[src/rtl/info_trace_tx_pkg.sv]
// info_trace_tx_pkg: shared sync byte, FSM states, header field layout and record type for the trace transmitter.
package info_trace_tx_pkg;
    localparam logic [7:0] SYNC_BYTE = 8'hD5;
    localparam int HDR_SYNC_HI = 31;
    localparam int HDR_SYNC_LO = 24;
    localparam int HDR_SEQ_HI = 23;
    localparam int HDR_SEQ_LO = 16;
    localparam int HDR_WE = 7;
    localparam int HDR_A3_HI = 4;
    localparam int HDR_A3_LO = 0;

    typedef enum logic [1:0] {IDLE, HDR, PC, DATA} state_t;

    typedef struct packed {
        logic [7:0]  seq;
        logic        we;
        logic [4:0]  a3;
        logic [31:0] pc;
        logic [31:0] wd;
    } rec_t;

    function automatic logic [31:0] hdr_word(input rec_t r);
        logic [31:0] w;
        w = '0;
        w[HDR_SYNC_HI:HDR_SYNC_LO] = SYNC_BYTE;
        w[HDR_SEQ_HI:HDR_SEQ_LO] = r.seq;
        w[HDR_WE] = r.we;
        w[HDR_A3_HI:HDR_A3_LO] = r.a3;
        return w;
    endfunction
endpackage

[src/rtl/info_trace_tx_fifo.sv]
// info_trace_tx_fifo: DEPTH-entry record FIFO with same-cycle push/pop and combinational head and second-entry outputs.
module info_trace_tx_fifo
    import info_trace_tx_pkg::*;
#(
    parameter int DEPTH = 8
) (
    input  logic                   clk,
    input  logic                   reset,
    input  logic                   push_i,
    input  logic                   pop_i,
    input  rec_t                   din_i,
    output rec_t                   head_o,
    output rec_t                   next_o,
    output logic [$clog2(DEPTH):0] count_o
);
    localparam int AW = $clog2(DEPTH);
    rec_t mem_q [DEPTH];
    logic [AW-1:0] wr_q, rd_q;
    logic [AW:0] cnt_q;
    always_ff @(posedge clk) begin
        if (reset) begin
            wr_q <= '0;
            rd_q <= '0;
            cnt_q <= '0;
        end else begin
            wr_q <= push_i ? wr_q + AW'(1) : wr_q;
            rd_q <= pop_i ? rd_q + AW'(1) : rd_q;
            cnt_q <= cnt_q + (AW+1)'(push_i) - (AW+1)'(pop_i);
        end
    end
    always_ff @(posedge clk) begin
        if (push_i) mem_q[wr_q] <= din_i;
    end
    assign head_o = mem_q[rd_q];
    assign next_o = mem_q[rd_q + AW'(1)];
    assign count_o = cnt_q;
endmodule

[src/rtl/info_trace_tx.sv]
// info_trace_tx: buffers W-stage retirements and streams each as header/PC/WD words over valid/ready.
// Define TRACE_WRITES_ONLY_EN to trace only retirements that write a nonzero GRF register.
module info_trace_tx
    import info_trace_tx_pkg::*;
#(
    parameter int DEPTH  = 8,
    parameter int DROP_W = 16
) (
    input  logic                   clk,
    input  logic                   reset,
    input  logic                   in_valid,
    input  logic [31:0]            in_pc,
    input  logic [4:0]             in_a3,
    input  logic [31:0]            in_wd,
    input  logic                   in_we,
    output logic                   tx_valid,
    output logic [31:0]            tx_data,
    output logic                   tx_last,
    input  logic                   tx_ready,
    output logic [$clog2(DEPTH):0] count,
    output logic [DROP_W-1:0]      drop_cnt
);
    localparam int CW = $clog2(DEPTH) + 1;
    localparam logic [CW-1:0] FULL = CW'(DEPTH);

    state_t state_q, state_d;
    logic tx_valid_q, tx_valid_d, tx_last_q, tx_last_d;
    logic [31:0] tx_data_q, tx_data_d;
    logic [7:0] seq_q, seq_d;
    logic [DROP_W-1:0] drop_q, drop_d;
    logic cand, xfer, pop, push, drop, have_nxt;
    rec_t rec_in, head, nxt, nxt_rec;

`ifdef TRACE_WRITES_ONLY_EN
    assign cand = in_valid && in_we && (in_a3 != 5'd0);
`else
    assign cand = in_valid;
`endif

    assign rec_in = {seq_q, in_we, in_a3, in_pc, in_wd};
    assign xfer = tx_valid_q && tx_ready;
    assign pop = xfer && (state_q == DATA);
    assign push = cand && ((count < FULL) || pop);
    assign drop = cand && !push;
    // When the FIFO would otherwise be empty, the next header comes straight from this cycle's push.
    assign have_nxt = push || ((state_q == DATA) ? (count > CW'(1)) : (count != '0));
    assign nxt_rec = (state_q == DATA) ? ((count > CW'(1)) ? nxt : rec_in)
                                       : ((count != '0) ? head : rec_in);

    info_trace_tx_fifo #(.DEPTH(DEPTH)) u_fifo (
        .clk(clk),
        .reset(reset),
        .push_i(push),
        .pop_i(pop),
        .din_i(rec_in),
        .head_o(head),
        .next_o(nxt),
        .count_o(count)
    );

    always_comb begin
        state_d = state_q;
        tx_valid_d = tx_valid_q;
        tx_data_d = tx_data_q;
        tx_last_d = tx_last_q;
        case (state_q)
            IDLE: if (have_nxt) begin
                state_d = HDR;
                tx_valid_d = 1'b1;
                tx_data_d = hdr_word(nxt_rec);
            end
            HDR: if (xfer) begin
                state_d = PC;
                tx_data_d = head.pc;
            end
            PC: if (xfer) begin
                state_d = DATA;
                tx_data_d = head.wd;
                tx_last_d = 1'b1;
            end
            DATA: if (xfer) begin
                state_d = have_nxt ? HDR : IDLE;
                tx_valid_d = have_nxt;
                tx_data_d = have_nxt ? hdr_word(nxt_rec) : '0;
                tx_last_d = 1'b0;
            end
            default: state_d = IDLE;
        endcase
        seq_d = seq_q + 8'(push);
        drop_d = (drop && !(&drop_q)) ? drop_q + DROP_W'(1) : drop_q;
    end

    always_ff @(posedge clk) begin
        if (reset) begin
            state_q <= IDLE;
            tx_valid_q <= 1'b0;
            tx_data_q <= '0;
            tx_last_q <= 1'b0;
            seq_q <= '0;
            drop_q <= '0;
        end else begin
            state_q <= state_d;
            tx_valid_q <= tx_valid_d;
            tx_data_q <= tx_data_d;
            tx_last_q <= tx_last_d;
            seq_q <= seq_d;
            drop_q <= drop_d;
        end
    end

    assign tx_valid = tx_valid_q;
    assign tx_data = tx_data_q;
    assign tx_last = tx_last_q;
    assign drop_cnt = drop_q;
endmodule

[config.mk]
export PLATFORM = sky130hd
export DESIGN_NAME = info_trace_tx
export DESIGN_NICKNAME = d
export VERILOG_FILES = /design/src/rtl/info_trace_tx_pkg.sv /design/src/rtl/info_trace_tx_fifo.sv /design/src/rtl/info_trace_tx.sv
export SDC_FILE = /design/constraint.sdc
export NUM_CORES = 1
export LEC_CHECK = 0
export CORE_ASPECT_RATIO = 1.2
export CORE_MARGIN = 2
export CORE_UTILIZATION = 50
export CTS_BUF_LIST = sky130_fd_sc_hd__clkbuf_2 sky130_fd_sc_hd__clkbuf_4 sky130_fd_sc_hd__clkbuf_8
export DETAILED_ROUTE_END_ITERATION = 16
export PLACE_DENSITY = 0.78
export SETUP_SLACK_MARGIN = 0.5
export SYNTH_ARGS = -nofsm -noshare
export SYNTH_HDL_FRONTEND = slang
export SYNTH_HIERARCHICAL = 1
export SYNTH_SLANG_ARGS = --single-unit
[constraint.sdc]
create_clock -name clk -period 7.4 [get_ports clk]
set_input_delay 0.74 -clock clk [delete_from_list [all_inputs] [get_ports clk]]
set_output_delay 0.74 -clock clk [all_outputs]
set_load 0.02 [all_outputs]
==> metrics.yaml <==
status:
  status: "completed"
critical_path:
  worst-endpoint-arrival_ns: 4.35
  worst_path_most_repeated_cell: "buf_4"
  critical_path_class: "reg -> reg"
  cpPeakStageDelay_ns: 0.86
  critical_path_required_ns: 7.72
  cp-end-kind: "flop"
  cell_chain_critical_path: "ha_1, buf_4, nand3_1, a21boi_0, buf_4, nand2b_1, nor2_4, buf_4"
  critical-path-slowest-cell: "buf_4"
  worst-path-max-fanout: 56
  cp-start-kind: "flop"
  top_cell_family_by_delay_on_the_critical_path: "buffers and inverters"
  crit_buf_inv: 3
drt:
  wl_per_cell_um: 25.7
  number_of_detailed_route_iterations_in_the_first_pass: 6
  wl_mm: 62.8
  remaining_drcs: 0
  number_of_violations_reported_at_the_end_of_detailed_routing_iteration_0: 1339
  detailroute.via_count: 15000
  vias_per_cell: 6.12
  antenna_left: 0
timing:
  final_critical_path_share_of_the_clock_period_pct: 54.5
  final_setup_vio_count: 0
  final.setup.tns_ns: 0
  slew_viol_final: 0
  maxSlewHeadroom_pct: 7.34
  tightestPinTransition_ns: 1.39
  finalHoldViolCount: 0
  fmaxAchievable_ghz: 0.248
  fin_skew_ns: 0.0311
  grt_setup_unrepaired: "false"
  layout_min_cycle_time_ns: 4.03
min_path:
  min_path_type: "reg -> reg"
final_layout:
  final_layout_size_suffix_gt1_share_pct: 29.2
  area_delta_synth_final_pct: 14.1
  multi_input_comb_area_sq_um: 7830
  layout.area.seq_sq_um: 20200
  layout.filler_cells: 4127
  design.final.nets: 1711
  finalInstanceArea_sq_um: 32700
clocking:
  tritoncts_clock_tree: "yes"
  clk_latency_ns: 0.71
  cts_max_level: 3
  total_clock_sinks: 697
  cts.path.max_buffers: 3
  numCtsBuffers: 102
  cts.hold.buffers_added: 0
  cts.clk_slew.worst_paths_ns: 0.06
  cts-resized-gates: 0
  cts_root_buf: "clkbuf_8"
  post_cts_buffers: 0
grt:
  grt_pass1_wl_mm: 95.9
  grt_pass1_vias: 15800
  largest_net_degree_at_the_start_of_global_routing: 157
  grt-ovfl-total: 0
  grt_use_total_pct: 21.6
  initial_antenna_violation_count: 6
synth:
  synth_area_sq_um: 28600
  synthesis.instances: 1467
  synth_area_per_cell_sq_um: 19.5
  synth_fp_nets: 1556
  ys_warn_count: 6
pwr:
  power.leakage_nw: 10.1
  vdd.ir_drop.worst_mv: 0.138
  power_per_cell_area_nw_per_um2: 290
place:
  hpwlAfterDp_mm: 34.7
  placement.cell_area_sq_um: 30600
  port-buffer-count: 127
  place.gp.congestion: 0.795
flow_run:
  drv.max_cap_violation_count: 0
die:
  io_pins: 128
  die_height_um: 266
  start_util_pct: 50.3
  placementRows: 96
  dieArea_sq_um: 59200
  die_width_um: 222
  design.core.area_sq_um: 56900
==> metrics by stage <==
stage	instances	power [mW]	hold WS (ns)	utilization, %	setup WS (ns)
after floorplan	1467	5.73	0.492	-	1.85
after global placement	2253	6.40	0.465	53.7	3.21
after detailed placement	2253	6.45	0.469	53.7	3.15
after CTS	2440	9.54	0.487	57.4	3.42
after global routing	2443	9.83	0.510	57.4	3.14
final	2444	9.49	0.488	57.4	3.37
==> power breakdown <==
part	total (mW)	switching [mW]	leakage (nW)	internal, mW
clock network	3.10	1.45	1.08	1.65
registers	4.69	0.135	6.28	4.56
logic	1.69	1.04	2.73	0.657
total	9.49	2.62	10.1	6.86
==> sequential cells by signal, indices dropped and copies added (netlist names), named ones only <==
register	cells
tx_data	32
tx_last	1
u_fifo/wr_q	3
u_fifo/count_o	4
state_q	2
u_fifo/mem_q	624
u_fifo/rd_q	3
seq_q	8
drop_cnt	16
tx_valid	1
==> path summary, 6_finish.rpt <==
path                            slack (ns)  startpoint             endpoint  cells after the start
worst max register to register        3.37  state_q[1]  u_fifo/mem_q[3][18]                      8
worst min register to register        0.49  tx_data[8]           tx_data[8]                      2
worst max-delay path                  3.37  state_q[1]  u_fifo/mem_q[3][18]                      8
worst min-delay path                  0.49  tx_data[8]           tx_data[8]                      2
==> final cells by class <==
class / instances / share of cell area, %
inverters: 29 / 0.333
diodes: 4 / 0.0306
multi-input cells: 638 / 24.0
flip-flops and latches: 697 / 61.8
well taps: 735 / 2.81
clock inverters: 55 / 1.29
repair buffers: 154 / 4.69
clock buffers: 132 / 5.06
==> worst reg2reg max path, stage by stage, from the launching register on <==
cell and delay (ns):
dfxtp_1 0.40, ha_1 0.18, buf_4 0.41, nand3_1 0.26, a21boi_0 0.28, buf_4 0.21
nand2b_1 0.25, nor2_4 0.74, buf_4 0.87
==> cell usage in the layout (no fill, tap or decap), types with 26 or more instances in the layout <==
master	count
inv_1	29
clkdlybuf4s50_1	126
a21oi_1	38
edfxtp_1	624
clkinv_1	29
clkbuf_4	26
clkbuf_8	106
dfxtp_1	70
nor2_1	26
mux2_2	112
mux4_2	184
o21ai_0	32
==> per-layer routing <==
| layer | up-vias | share of wire, % | track usage [%] |
|---|---|---|---|
| met2 | 599 | 51 | 36.7 |
| li1 | 6432 | - | - |
| met4 | 6 | 3.0 | 8.96 |
| met5 | - | 0.075 | 0 |
| met1 | 7799 | 39 | 27.3 |
| met3 | 128 | 7.0 | 4.31 |
No activity file was read; power rests on OpenSTA's default activity.
